**src/rtl/reg_file_pkg.sv**
```systemverilog
// Shared encodings and reset constants for the decode-stage register file.
// Imported by reg_file and reg_bypass_mux.
package reg_file_pkg;

    localparam int DATA_W = 16;
    localparam int REG_AW = 3;
    localparam int NUM_GPR = 8;

    typedef enum logic [1:0] {
        SPEC_RD_GPR = 2'b00,
        SPEC_RD_SP  = 2'b01,
        SPEC_RD_IH  = 2'b10,
        SPEC_RD_RA  = 2'b11
    } spec_rd_e;

    typedef enum logic [1:0] {
        SPEC_WR_NONE = 2'b00,
        SPEC_WR_SP   = 2'b01,
        SPEC_WR_IH   = 2'b10,
        SPEC_WR_T    = 2'b11
    } spec_wr_e;

    // dbgSel codes above the GPR range; 12-15 read as zero
    localparam logic [3:0] DBG_SP = 4'd8;
    localparam logic [3:0] DBG_IH = 4'd9;
    localparam logic [3:0] DBG_T  = 4'd10;
    localparam logic [3:0] DBG_RA = 4'd11;

    localparam logic [DATA_W-1:0] SP_RESET_DEFAULT = 16'hBF00;
    localparam logic [DATA_W-1:0] IH_RESET_DEFAULT = 16'h0000;

endpackage

```
**src/rtl/reg_bypass_mux.sv**
```systemverilog
// Selects the write-back value over stored state when this cycle's write
// targets the register being read.
module reg_bypass_mux
    import reg_file_pkg::*;
(
    input  logic [DATA_W-1:0] stored_val,
    input  logic              match,
    input  logic [DATA_W-1:0] wb_data,
    output logic [DATA_W-1:0] out_val
);

    assign out_val = match ? wb_data : stored_val;

endmodule

```
**src/rtl/reg_file.sv**
```systemverilog
// Decode-stage register file: R0-R7 plus SP, IH, T, RA, with same-cycle
// write-to-read bypass on both operand ports and the T flag.
module reg_file
    import reg_file_pkg::*;
#(
    parameter logic [15:0] SP_RESET = SP_RESET_DEFAULT,
    parameter logic [15:0] IH_RESET = IH_RESET_DEFAULT
) (
    input  logic        CLK,
    input  logic        RST,
    input  logic [2:0]  rxAddr,
    input  logic [2:0]  ryAddr,
    input  logic [1:0]  readSpecReg,
    input  logic        wbRegWrite,
    input  logic [2:0]  wbRegAddr,
    input  logic [1:0]  wbSpecWrite,
    input  logic        wbRaWrite,
    input  logic [15:0] wbData,
    output logic [15:0] outData1,
    output logic [15:0] outData2,
    output logic        outT,
    input  logic [3:0]  dbgSel,
    output logic [15:0] dbgData
);

    logic [DATA_W-1:0] gpr_q [NUM_GPR];
    logic [DATA_W-1:0] gpr_d [NUM_GPR];
    logic [DATA_W-1:0] sp_q, sp_d;
    logic [DATA_W-1:0] ih_q, ih_d;
    logic [DATA_W-1:0] t_q, t_d;
    logic [DATA_W-1:0] ra_q, ra_d;

    logic [DATA_W-1:0] rd1_stored;
    logic              rd1_match;
    logic              rd2_match;
    logic              t_match;
    logic [DATA_W-1:0] t_rd;

    // Every enabled target takes wbData on the same edge; targets are disjoint
    always_comb begin
        gpr_d = gpr_q;
        sp_d  = sp_q;
        ih_d  = ih_q;
        t_d   = t_q;
        ra_d  = ra_q;
        if (wbRegWrite) begin
            gpr_d[wbRegAddr] = wbData;
        end
        case (spec_wr_e'(wbSpecWrite))
            SPEC_WR_SP: sp_d = wbData;
            SPEC_WR_IH: ih_d = wbData;
            SPEC_WR_T:  t_d  = wbData;
            default:    ;
        endcase
        if (wbRaWrite) begin
            ra_d = wbData;
        end
    end

    always_ff @(posedge CLK) begin
        if (RST) begin
            for (int i = 0; i < NUM_GPR; i++) begin
                gpr_q[i] <= '0;
            end
            sp_q <= SP_RESET;
            ih_q <= IH_RESET;
            t_q  <= '0;
            ra_q <= '0;
        end else begin
            gpr_q <= gpr_d;
            sp_q  <= sp_d;
            ih_q  <= ih_d;
            t_q   <= t_d;
            ra_q  <= ra_d;
        end
    end

    // A GPR write may only bypass port 1 when port 1 is reading a GPR
    always_comb begin
        rd1_stored = '0;
        rd1_match  = 1'b0;
        case (spec_rd_e'(readSpecReg))
            SPEC_RD_GPR: begin
                rd1_stored = gpr_q[rxAddr];
                rd1_match  = wbRegWrite && (wbRegAddr == rxAddr);
            end
            SPEC_RD_SP: begin
                rd1_stored = sp_q;
                rd1_match  = (wbSpecWrite == SPEC_WR_SP);
            end
            SPEC_RD_IH: begin
                rd1_stored = ih_q;
                rd1_match  = (wbSpecWrite == SPEC_WR_IH);
            end
            SPEC_RD_RA: begin
                rd1_stored = ra_q;
                rd1_match  = wbRaWrite;
            end
            default: ;
        endcase
        rd1_match = rd1_match && !RST;
    end

    assign rd2_match = !RST && wbRegWrite && (wbRegAddr == ryAddr);
    assign t_match   = !RST && (wbSpecWrite == SPEC_WR_T);

    reg_bypass_mux u_port1_mux (
        .stored_val (rd1_stored),
        .match      (rd1_match),
        .wb_data    (wbData),
        .out_val    (outData1)
    );

    reg_bypass_mux u_port2_mux (
        .stored_val (gpr_q[ryAddr]),
        .match      (rd2_match),
        .wb_data    (wbData),
        .out_val    (outData2)
    );

    reg_bypass_mux u_t_mux (
        .stored_val (t_q),
        .match      (t_match),
        .wb_data    (wbData),
        .out_val    (t_rd)
    );

    assign outT = |t_rd;

    // Debug view shows committed state only, never the bypassed value
    always_comb begin
        dbgData = '0;
        if (!dbgSel[3]) begin
            dbgData = gpr_q[dbgSel[2:0]];
        end else begin
            case (dbgSel)
                DBG_SP:  dbgData = sp_q;
                DBG_IH:  dbgData = ih_q;
                DBG_T:   dbgData = t_q;
                DBG_RA:  dbgData = ra_q;
                default: dbgData = '0;
            endcase
        end
    end

endmodule

```
**config.mk**
```make
export PLATFORM = sky130hd
export DESIGN_NAME = reg_file
export DESIGN_NICKNAME = d
export VERILOG_FILES = /design/src/rtl/reg_file_pkg.sv /design/src/rtl/reg_bypass_mux.sv /design/src/rtl/reg_file.sv
export SDC_FILE = /design/constraint.sdc
export NUM_CORES = 1
export LEC_CHECK = 0
export BUFFER_PORTS_ARGS = -buffer_cell sky130_fd_sc_hd__buf_2
export CORE_ASPECT_RATIO = 0.9
export CORE_MARGIN = 3
export CORE_UTILIZATION = 35
export DETAILED_ROUTE_END_ITERATION = 12
export GPL_TIMING_DRIVEN = 0
export PLACE_DENSITY = 0.47
export SLEW_MARGIN = 20
export SYNTH_ARGS = -nofsm -noshare
export SYNTH_HDL_FRONTEND = slang
export SYNTH_SLANG_ARGS = --single-unit
```
**constraint.sdc**
```tcl
create_clock -name CLK -period 4.78 [get_ports CLK]
set_input_delay 0.717 -clock CLK [delete_from_list [all_inputs] [get_ports CLK]]
set_output_delay 0.717 -clock CLK [all_outputs]
set_load 0.01 [all_outputs]
```
Word-level counts from Yosys, hierarchy flattened:

Index checks and enable logic that the tools add are counted.

* input bits: 37
* register bits: 192
* word-level logic and storage cells: 61

* $lt $le $gt $ge: 5
* reduce and logical (&&, ||, !) cells: 9
* mux-type cells: 19
* bitwise logic cells: 4
* equal/unequal tests: 12

Operators by type and width (count)
* two-way mux 16 bit: 11
* binary-select mux 16 bit (select 3 bit): 3
* bitwise mux 128 bit: 1
* case mux 16 bit (4 select lines): 2
* demux 16 bit (select 3 bit): 1
* == test 4 bit (second input constant): 4
* >= comparator 4 bit (second input constant): 4
* inverter 3 -> 4 bit: 4
* OR reduction 16 bit: 1
* == test 2 bit (second input constant): 4
* == test 3 bit: 2
* logical AND 1 bit: 6
* == test 2 x 1 -> 1 bit (second input constant): 2
* less-than comparator 4 x 1 -> 1 bit (second input constant): 1
* case mux 1 bit (4 select lines): 1
* zero test 2 bit: 1
* zero test 1 bit: 1

Logic depth before layout (Yosys ltp):

* depth in word-level cells: 6
* depth in mapped cells: 7
* gate-level depth less buffers: 4

Modules after synthesis:

From an unflattened synthesis, not the netlist that was laid out.

* cells, all modules: 1303
* area total of the unflattened synthesis: 11745.0 um2

Modules (own cells, without submodules)
* reg_file: seq. area each 3843.7 um2, cells an instance 1249, area each 10998.0 um2, times used 1
* reg_bypass_mux: seq. area each 0.0 um2, cells an instance 18, area each 249.0 um2, times used 3

Least setup slack after synthesis:

OpenSTA, ideal clock, no wires.

* path kind: input to output
* from: in rxAddr[2]
* to: out outData1[0]
* arrival time: 2.444 ns
* setup slack: 1.619 ns
* data required time: 4.063 ns
* buffers on the path: 2
* cell stages on the path: 6
* path through: buf_6 -> buf_1 -> mux4_2 -> a22oi_1 -> nand2_1 -> mux2_2

* longest elaborated chain between the ends: 6
* elaborated cells between the ends (all ways): 10
* those cells by class: 1 x eq/ne; 6 x mux; 1 x bitwise; 2 x reduce/logical

RTL lines
* from (decl): RTL line reg_file.sv:11 `input logic [2:0] rxAddr,`
* inverter 3 -> 4 bit (implied by the code): RTL line reg_file.sv:84 `rd1_stored = gpr_q[rxAddr];`
* binary-select mux 16 bit (select 3 bit): RTL line reg_file.sv:84
* two-way mux 16 bit (implied by the code) (2 in a row): RTL line reg_file.sv:84
* case mux 16 bit (4 select lines): RTL line reg_file.sv:82 `case (spec_rd_e'(readSpecReg))`
* two-way mux 16 bit (*): RTL line reg_bypass_mux.sv:12 `assign out_val = match ? wb_data : stored_val;`
* to (decl): RTL line reg_file.sv:19 `output logic [15:0] outData1,`

Every way passes the cells marked *; elsewhere a longest branch is shown, timed or not. The select of a mux whose other input is x is not followed.

Final worst setup path:

* from: in dbgSel[0]
* to: out dbgData[4]

* longest elaborated chain between the ends: 5
* elaborated cells between the ends (all ways): 10
* those cells by class: 4 x eq/ne; 5 x mux; 1 x bitwise

RTL lines
* from (decl): RTL line reg_file.sv:22 `input logic [3:0] dbgSel,`
* inverter 3 -> 4 bit (implied by the code): RTL line reg_file.sv:134 `dbgData = gpr_q[dbgSel[2:0]];`
* binary-select mux 16 bit (select 3 bit): RTL line reg_file.sv:134
* two-way mux 16 bit (implied by the code) (2 in a row): RTL line reg_file.sv:134
* two-way mux 16 bit (*): RTL line reg_file.sv:133 `if (!dbgSel[3]) begin`
* to (decl): RTL line reg_file.sv:23 `output logic [15:0] dbgData`

Marks and branches as above.

==> impl_results.md <==
- Vias in the first global route: 10200
- # Max-Cap Violations: 0
- Max stage delay on crit path: ~1.1 ns
- Clock root cell: clkbuf_16
- CP max stage cell: nor4b_2
- WP data arrival: 3.40 ns
- Final nets: about 1400
- Endpoints failing setup: 0
- Mapped Cells: 1275
- CP Capture Type: primary output
- Syn nets: 1312
- Post-Route WL: 43600 microns
- Clock slew at reported path FFs: 0.09 ns
- Total number of vias: ~10000
- Slew headroom: 27.1%
- Final Util: 40.9%
- Seq cells post-synth: about 190
- Clock latency on the worst-skew pair: between 0.4 and 0.5 ns
- Avg WL per Cell: ~24 microns
- Most area-hungry cell type in the Yosys netlist: dfxtp_1
- RSZ-0062 raised after global routing: no
- Maximum vdd drop: 0.275 mV
- CTS tree: done
- Most used cell, CP: clkbuf_1
- Post-synth EDFFs: 0
- Slew @ Worst Pin: 1.09 ns
- Hold depth: 2
- 1st-iter DRT viols: approximately 1000
- Post-synthesis sequential area ratio: a little over a third
- Die Ht: 174 microns
- Synth Area per Inst: 8.64 sq um
- Starting Density: 36.1%
- CORE AREA: 0.0305 sq mm
- Final worst path period need: 4.12 ns
- Worst-path maximum fanout: 10
- Power per Cell Area: 297 mW/mm^2
- Largest net degree at the start of global routing: 20
- Setup TNS: 0 ns
- Post-synth top cells: nand2_1, dfxtp_1, a21oi_1, clkbuf_1, mux4_2
- # port buffers: 72
- Num CTS Buffers: 17
- Warning count from the yosys run: 0
- Die Width: 193 microns
- H-tree lvl count: 4
- 1st-pass router iterations: 5
- Cell with the most instances after synthesis: nand2_1
- Synthesis-to-finish area growth: 13.3%
- # hold bufs at CTS: 0
- Max Fclk: 243 MHz
- Status: complete, no violations
- Synth cell types: 40
- Initial antenna violation count: 0
- Die area: 0.0336 sq mm
- WP depth: 7
- Crit-path leading delay family: buffers and inverters
- Worst Hold Class: flop to flop
- Total grt overflow: 0
- Global-route wire length before repair: between 60000 and 70000 microns
- CTS Buffer Depth: 2
- Yosys top cell area share: 34.9%
- Gpl congestion: 0.973
- Overall Power: around 3.7 mW
- Top Ports: 86
- R2R cell count: 2
- Cell Chain, Critical Path: clkbuf_1 -> nor4b_2 -> clkbuf_1 -> a22o_1 -> nor2_1 -> o21ai_0 -> buf_2
- Antenna cells: 0
- DRC: 0
- Critical path type: input port to primary output
- Cts repair resizes: 0
- Hold Fails Final Rpt: 0
- CTS Sinks: approximately 190
- WP buf/inv: 3
- Fin. max-slew vios: 0
- Ys async rst share: 0%
- Post-route ant nets: 0
- Num rows: 60
- Final period util: 86.2%
- Worst hold margin: 0.471 ns
- Mapped Area: 0.0110 sq mm
- Req. time, crit path: between 4 and 5 ns
- P_leak: between 4 and 5 nW
- CP startpoint kind: input port
- Total track usage: 26.1%
- Synth top area cells: dfxtp_1, mux4_2, nand2_1
- Avg Vias per Cell: 5.84
- Share of cells above drive strength 1: between 10% and 20%
- Predominant post-synthesis flop cell: dfxtp_1
- Postcts setup bufs: 0
- Clk_skew: 0 ns
- HPWL Detailed: between 30000 and 40000 microns
==> layout by cell type (no fill, tap or decap), types with 5 or more instances in the layout <==
cell	instances
a211oi_1	5
a21oi_1	168
a22o_1	48
a22oi_1	18
buf_1	5
buf_2	86
clkbuf_1	97
clkbuf_16	17
dfxtp_1	192
mux2_2	53
mux2i_1	66
mux4_2	70
nand2_1	352
nand2b_1	7
nand3b_1	7
nor2_1	46
nor2b_1	6
nor4_1	9
o21ai_0	46
o21bai_1	13
o221ai_1	13
o22ai_1	5
==> state kept, by name (all words and copies together) (netlist names) <==
signal,flops
sp_q,16
ra_q,16
t_q,16
gpr_q,128
ih_q,16
==> tightest hold or removal path: stages (launching register included) <==
cell	delay (ns)
dfxtp_1	0.33
nand2_1	0.05
a21oi_1	0.05
==> through the flow <==
stage / area (sq um) / setup WS (ns) / cells
2_1_floorplan: 11000 / 1.62 / 1275
3_3_place_gp: 11900 / 0.188 / 1750
3_5_place_dp: 11900 / 0.814 / 1752
4_1_cts: 12500 / 0.796 / 1784
5_1_grt: 12500 / 0.677 / 1784
6_report: 12500 / 0.662 / 1784
==> final timing paths <==
check | from | end | slack, ns
worst max-delay path | dbgSel[0] | dbgData[4] | 0.66
worst min-delay path | sp_q[3]$_SDFFE_PP0N_ | sp_q[3]$_SDFFE_PP0N_ | 0.47
worst max register to register | gpr_q[63]$_SDFFE_PP0P_ | gpr_q[63]$_SDFFE_PP0P_ | 4.02
worst min register to register | sp_q[3]$_SDFFE_PP0N_ | sp_q[3]$_SDFFE_PP0N_ | 0.47
==> cells by family after synthesis <==
group / Yosys count / synth area share (%)
DFF: 192 / 34.9
xor gates and xnor gates: 6 / 0.477
and+or+nand+nor: 448 / 16.7
buffers and inverters: 121 / 4.40
muxes: 191 / 26.2
AOI/OAI and AO/OA: 317 / 17.4
==> layout make-up <==
| class | count | area, sq um |
|---|---|---|
| clock buffers | 17 | 425 |
| clock inverters | 15 | 149 |
| repair buffers | 74 | 375 |
| fillers | 3189 | 18000 |
| multi-input cells | 962 | 6700 |
| plain buffers | 120 | 482 |
| flip-flops and latches | 192 | 3840 |
| inverters | 1 | 3.75 |
| well taps | 403 | 504 |
==> power by group <==
group | total, mW | internal, mW | switching [mW]
registers | 1.70 | 1.65 | 0.0507
logic | 0.560 | 0.203 | 0.357
clock network | 1.45 | 0.694 | 0.755
==> metal layers <==
metal / global-route usage (%) / wire, microns / up-vias
met5: 0 / 0 / -
met4: 8.23 / 1140 / 0
met3: 4.94 / 2990 / 61
met2: 40.1 / 19800 / 430
met1: 37.1 / 19700 / 5165
li1: - / - / 4757
(Power assumes the default switching activity.)
